$ cat src/rtl/next_pc_unit.sv
// next_pc_unit: registered program counter for the KGPminiRISC fetch stage.
// Selects the next PC from sequential, branch, jump, call and return sources
// and keeps a circular return-address stack (RAS) for call/return pairs.
// Optional feature macro: PC_ALIGN_CHECK_EN. When defined, selected targets
// have their low log2(STEP) bits cleared and MisalignErr pulses if any were set.
module next_pc_unit #(
    parameter int               WIDTH     = 32,
    parameter int               STEP      = 4,
    parameter int               RAS_DEPTH = 4,
    parameter logic [WIDTH-1:0] RESET_PC  = '0
) (
    input  logic             clk,
    input  logic             rst_n,
    input  logic             Stall,
    input  logic             JCout,
    input  logic             UncondJump,
    input  logic             Call,
    input  logic             Ret,
    input  logic [WIDTH-1:0] JumpAddr,
    output logic [WIDTH-1:0] PC,
    output logic             RASEmpty,
    output logic             RASFull,
    output logic             RASOverflow,
    output logic             RetUnderflow,
    output logic             MisalignErr
);

    localparam int PW = $clog2(RAS_DEPTH);
    localparam int CW = $clog2(RAS_DEPTH + 1);

    // top_q points at the slot the next push writes; the live top entry sits
    // one slot below it (circularly). A push while full lands on the oldest.
    logic [WIDTH-1:0] ras_q [RAS_DEPTH];
    logic [WIDTH-1:0] pc_q, pc_d;
    logic [PW-1:0]    top_q, top_d;
    logic [CW-1:0]    count_q, count_d;
    logic             ovf_q, ovf_d;
    logic             undf_q, undf_d;

    logic [WIDTH-1:0] seq;
    logic [WIDTH-1:0] target;
    logic [WIDTH-1:0] selTarget;
    logic             takeTarget;
    logic [PW-1:0]    topIdx;
    logic [PW-1:0]    nextPtr;
    logic             rasEmpty;
    logic             rasFull;
    logic             rasWe;
    logic [PW-1:0]    rasWaddr;
    logic [WIDTH-1:0] rasWdata;

`ifdef PC_ALIGN_CHECK_EN
    localparam logic [WIDTH-1:0] ALIGN_MASK = WIDTH'(STEP - 1);
    logic mis_q, mis_d;
`endif

    assign rasEmpty = (count_q == '0);
    assign rasFull  = (count_q == CW'(RAS_DEPTH));

    // Next-PC selection, RAS pointer/count update and flag generation.
    always_comb begin
        seq        = pc_q + WIDTH'(STEP);
        topIdx     = (top_q == '0) ? PW'(RAS_DEPTH - 1) : top_q - 1'b1;
        nextPtr    = (top_q == PW'(RAS_DEPTH - 1)) ? '0 : top_q + 1'b1;
        pc_d       = pc_q;
        top_d      = top_q;
        count_d    = count_q;
        ovf_d      = ovf_q;
        undf_d     = 1'b0;
        rasWe      = 1'b0;
        rasWaddr   = top_q;
        rasWdata   = seq;
        target     = JumpAddr;
        takeTarget = 1'b0;
        if (!Stall) begin
            pc_d = seq;
            if (Ret && !rasEmpty) begin
                target     = ras_q[topIdx];
                takeTarget = 1'b1;
                if (Call) begin
                    rasWe    = 1'b1;
                    rasWaddr = topIdx;
                end else begin
                    top_d   = topIdx;
                    count_d = count_q - 1'b1;
                end
            end else begin
                undf_d = Ret;
                if (Call) begin
                    rasWe      = 1'b1;
                    rasWaddr   = top_q;
                    top_d      = nextPtr;
                    takeTarget = 1'b1;
                    if (rasFull) begin
                        ovf_d = 1'b1;
                    end else begin
                        count_d = count_q + 1'b1;
                    end
                end else if (UncondJump || JCout) begin
                    takeTarget = 1'b1;
                end
            end
        end
`ifdef PC_ALIGN_CHECK_EN
        selTarget = target & ~ALIGN_MASK;
        mis_d     = takeTarget && (|(target & ALIGN_MASK));
`else
        selTarget = target;
`endif
        if (takeTarget) begin
            pc_d = selTarget;
        end
    end

    // Architectural state and flag registers with asynchronous reset.
    always_ff @(posedge clk or negedge rst_n) begin
        if (!rst_n) begin
            pc_q    <= RESET_PC;
            top_q   <= '0;
            count_q <= '0;
            ovf_q   <= 1'b0;
            undf_q  <= 1'b0;
        end else begin
            pc_q    <= pc_d;
            top_q   <= top_d;
            count_q <= count_d;
            ovf_q   <= ovf_d;
            undf_q  <= undf_d;
        end
    end

`ifdef PC_ALIGN_CHECK_EN
    // Registered misalignment pulse.
    always_ff @(posedge clk or negedge rst_n) begin
        if (!rst_n) begin
            mis_q <= 1'b0;
        end else begin
            mis_q <= mis_d;
        end
    end

    assign MisalignErr = mis_q;
`else
    assign MisalignErr = 1'b0;
`endif

    // RAS storage; contents are don't-care after reset so no reset is needed.
    always_ff @(posedge clk) begin
        if (rasWe) begin
            ras_q[rasWaddr] <= rasWdata;
        end
    end

    assign PC           = pc_q;
    assign RASEmpty     = rasEmpty;
    assign RASFull      = rasFull;
    assign RASOverflow  = ovf_q;
    assign RetUnderflow = undf_q;

endmodule

$ cat config.mk
export PLATFORM = sky130hd
export DESIGN_NAME = next_pc_unit
export DESIGN_NICKNAME = d
export VERILOG_FILES = /design/src/rtl/next_pc_unit.sv
export SDC_FILE = /design/constraint.sdc
export NUM_CORES = 1
export LEC_CHECK = 0
export CAP_MARGIN = 5
export CELL_PAD_IN_SITES_DETAIL_PLACEMENT = 1
export CELL_PAD_IN_SITES_GLOBAL_PLACEMENT = 1
export CORE_AREA = 2 2 130 132
export CTS_BUF_LIST = sky130_fd_sc_hd__clkbuf_4 sky130_fd_sc_hd__clkbuf_8 sky130_fd_sc_hd__clkbuf_16
export DETAILED_ROUTE_END_ITERATION = 12
export DIE_AREA = 0 0 132 134
export HOLD_SLACK_MARGIN = 0.1
export PLACE_DENSITY_LB_ADDON = 0.15
export SYNTH_ARGS = -nofsm -noshare
export SYNTH_HDL_FRONTEND = slang
export SYNTH_SLANG_ARGS = --single-unit
$ cat constraint.sdc
create_clock -name clk -period 5.7 [get_ports clk]
set_input_delay 1.14 -clock clk [delete_from_list [all_inputs] [get_ports clk]]
set_output_delay 1.14 -clock clk [all_outputs]
set_load 0.01 [all_outputs]
==> key figures <==
Power and ir drop
  • Combinational power share: 0.339
  • Sequential Power Share: 0.413
  • Pint: between 3 and 4 mW
  • PwrDens: between 500 and 600 nW/µm²
  • Switching Share: 0.330
  • Max VDD drop: roughly 0.34 mV
  • LEAKAGE: roughly 3.3 nW
  • Net switching power: between 1.5 and 2 mW
  • Clock power frac: 0.248

Clocking
  • Bufs on Longest Clock Path: 2
  • Post-CTS Setup Inserts: 0
  • CTS sink count: between 150 and 200
  • Post-CTS Hold Buffers: 0
  • Total CTS buffers: 17
  • Clock transition at path regs: roughly 0.060 ns
  • CTS tree: built
  • Root buffer cell: clkbuf_16
  • Post-CTS Resized: 0
  • Clk Latency, worst-skew pair: approximately 0.43 ns
  • H-tree levels: 4

STA
  • Final setup fails: 0
  • RSZ-0062 raised after global routing: no
  • Clk_skew: roughly 0.0075 ns
  • Max-slew violations: 0
  • Final Cycle Share: 0.738
  • Crit path time final: approximately 4.2 ns
  • Max_slew headroom: 0.195
  • Max Fclk: ~240 MHz
  • Hold Vio Cnt, Final: 0
  • Worst-margin pin slew: 1.20 ns
  • Setup TNS: 0 ns
  • Worst hold-check slack: approximately 0.49 ns

Synthesis
  • Mapped Cells: about 540
  • Number of enable-type register cells in the synthesized netlist: 128
  • Flops & latches, synth: 167
  • Top cell type's share of synthesized area: 0.499
  • Seq/Total Area, Yosys: 0.626
  • Syn Nets: slightly below 600
  • Syn avg cell area: between 10 and 15 µm²
  • Yosys top cell by area: edfxtp_1
  • Cell Area, Synth: 7700 µm²
  • Synthesis Warnings: 0
  • FFs w/ async S/R, synth: 0.234
  • Post-synthesis cell type count: around 60
  • Area contributors post-synth: edfxtp_1 (50%), dfrtp_1 (13%), mux4_2 (9.4%), xnor2_1 (2.5%), a21oi_1 (2.3%)
  • Dominant synthesized flop cell: edfxtp_1

Worst setup path
  • Worst setup SP type: primary input
  • Max incr delay on CP: approximately 0.77 ns
  • Worst Reg-to-Reg Cells: 6
  • Critical path's slowest cell: a21oi_2
  • Critical path arrival: 4.51 ns
  • Reg2reg start: count_q[1]$_DFFE_PN0P_
  • Stages on the worst setup path: 7
  • Crit-path max FO: 23
  • Endpoint class of the critical path: flip-flop
  • Critical path type: in2reg
  • Critical path buffers and inverters: 3
  • Top delay family on crit path: compound AO/OA/AOI/OAI gates
  • Origin of the worst setup path: Ret
  • Worst EP required: ~6.0 ns
  • Critical-path cell list: clkdlybuf4s50_1, o31a_1, inv_1, a21oi_2, buf_4, o21ai_0, a221o_2

Cells and area
  • Fillers: ~1600
  • Area grow syn2layout: 20.3%
  • ANT cells: 0
  • Area occupied by multi-input gates: 2690 µm²
  • Nets: 654
  • Reg area: 4820 µm²
  • Share of layout cells above drive strength 1: 0.158

GRT
  • Gr ovfl total: 0
  • Largest net degree at the start of global routing: 65
  • Vias in the first global route: around 5500
  • Initial antenna violation count: 0
  • Tot GR Track Use: 0.243
  • First-pass GRT wire length: roughly 32000 µm

Floorplanning
  • Num ports: 76
  • Core region area: around 16000 µm²
  • Site row count: 47
  • Die Span Y: approximately 130 µm
  • Die Area: approximately 18000 µm²
  • Die width: between 100 and 150 µm
  • Starting Density: 0.473

Route
  • DRC viols: 0
  • Final ANT Viol Nets: 0
  • Routed len/inst: between 20 and 25 µm
  • Vias: around 5000
  • Starting DRT DRC Count: 303
  • DRT Pass-1 Iters: 4
  • WL final: 20300 µm
  • Vias per Instance: ~6.0

Job
  • Max Cap Violations: 0

Worst hold path
  • Worst min path class: reg2reg
  • Hold Startpoint: RASOverflow$_DFFE_PN0P_
  • Worst hold stages: 1

Placement
  • Number of buffers inserted by port buffering: 74
  • GP Congestion: ~0.78
  • Final HPWL DP: ~13000 µm

Outcome
  • Status: finished clean
==> worst register-to-register path, stage by stage (launching register included) <==
cell and delay [ns]:
dfrtp_1 0.45, o31a_1 0.57, inv_1 0.59, a21oi_2 0.78, buf_4 0.35, o21ai_0 0.13, a221o_2 0.42
==> per-layer routing <==
metal | global-route usage | vias up | part of all wire
met3 | 0.0537 | 37 | 0.048
li1 | - | 2243 | -
met2 | 0.395 | 155 | 0.49
met5 | 0 | - | 0
met4 | 0.0990 | 0 | 0.025
met1 | 0.322 | 2647 | 0.43
==> through the flow <==
| step | util | setup WS [ns] | cell area, µm² | power (mW) | instances |
|---|---|---|---|---|---|
| 2_1_floorplan | - | 0.809 | 7700 | 2.94 | 538 |
| 3_3_place_gp | 0.533 | 1.28 | 8680 | 3.46 | 810 |
| 3_5_place_dp | 0.533 | 1.12 | 8680 | 3.54 | 810 |
| 4_1_cts | 0.569 | 1.52 | 9270 | 4.71 | 842 |
| 5_1_grt | 0.569 | 1.32 | 9270 | 4.90 | 842 |
| 6_report | 0.569 | 1.49 | 9270 | 4.67 | 842 |
==> state kept, by name, summed over array words and instances (netlist names) <==
name / flops
RASOverflow: 1
top_q: 2
PC: 32
count_q: 3
RetUnderflow: 1
ras_q: 128
==> cells in the mapped netlist (2+ instances only) <==
| library cell | instances |
|---|---|
| and3_1 | 5 |
| o31ai_1 | 5 |
| a222oi_1 | 2 |
| o311a_1 | 3 |
| mux2_2 | 2 |
| nand3_1 | 15 |
| ha_1 | 6 |
| mux4_2 | 32 |
| a21o_1 | 3 |
| inv_1 | 18 |
| edfxtp_1 | 128 |
| o211a_1 | 9 |
| a22oi_1 | 5 |
| dfrtp_1 | 39 |
| nor2_1 | 20 |
| o31a_1 | 12 |
| mux2i_1 | 4 |
| xnor2_1 | 22 |
| nor3_1 | 11 |
| xor2_1 | 9 |
| nor3b_1 | 2 |
| nand2_1 | 34 |
| clkbuf_1 | 20 |
| nand4_4 | 2 |
| or3_1 | 2 |
| buf_4 | 4 |
| o22ai_1 | 7 |
| nor4_4 | 4 |
| a2bb2oi_1 | 3 |
| a21oi_1 | 35 |
| a31oi_1 | 2 |
| nand4_1 | 7 |
| buf_2 | 9 |
| o311ai_0 | 3 |
| nor2b_1 | 2 |
| o21ai_0 | 28 |
| a31o_2 | 2 |
==> power groups by stage <==
stage / Combinational (mW) / Sequential (mW) / Clock [mW]
after floorplan: 1.05 / 1.90 / 0
after global placement: 1.53 / 1.93 / 0
after detailed placement: 1.59 / 1.95 / 0
after CTS: 1.61 / 1.93 / 1.17
after global routing: 1.72 / 1.97 / 1.22
final: 1.58 / 1.93 / 1.16
==> layout by cell type, fill, tap and decap left out, types with 4 or more instances in the layout <==
master and instances:
dfrtp_1 39, mux2i_1 4, ha_1 6, edfxtp_1 128
nor4_4 4, o31ai_1 5, nand2_1 34, inv_1 18
nand3_1 15, o21ai_0 28, clkbuf_4 4, xor2_1 9
o22ai_1 7, mux4_2 32, nand4_1 7, nor2_1 19
o31a_1 12, o211a_1 9, a21oi_1 35, xnor2_1 22
a22oi_1 5, nor3_1 7, clkbuf_16 17, buf_4 13
clkdlybuf4s50_1 72, and3_1 5, nor3_2 5
==> final timing paths <==
check / end / slack (ns)
min in group asynchronous: PC[7]$_DFFE_PN0P_ / 0.93
max in group asynchronous: PC[16]$_DFFE_PN0P_ / 4.09
min reg2reg: RASOverflow$_DFFE_PN0P_ / 0.49
max reg2reg: PC[17]$_DFFE_PN0P_ / 2.28
max: PC[17]$_DFFE_PN0P_ / 1.49
min: RASOverflow$_DFFE_PN0P_ / 0.49
==> layout make-up <==
| cell class | instances | share of cell area |
|---|---|---|
| clock buffers | 21 | 0.0492 |
| clock inverters | 11 | 0.0142 |
| inverters | 18 | 0.00729 |
| multi-input cells | 318 | 0.290 |
| flip-flops and latches | 167 | 0.520 |
| well taps | 220 | 0.0297 |
| repair buffers | 87 | 0.0894 |
==> cell families after synthesis <==
logic type / after synthesis / share of synthesized area
muxes: 38 / 0.102
adders and majority gates: 6 / 0.00974
other: 1 / 0.000487
xor gates and xnor gates: 31 / 0.0352
DFF: 167 / 0.626
buffers and inverters: 53 / 0.0294
and+or+nand+nor: 112 / 0.0841
AOI/OAI and AO/OA: 130 / 0.114
No activity file was read; power rests on OpenSTA's default activity.
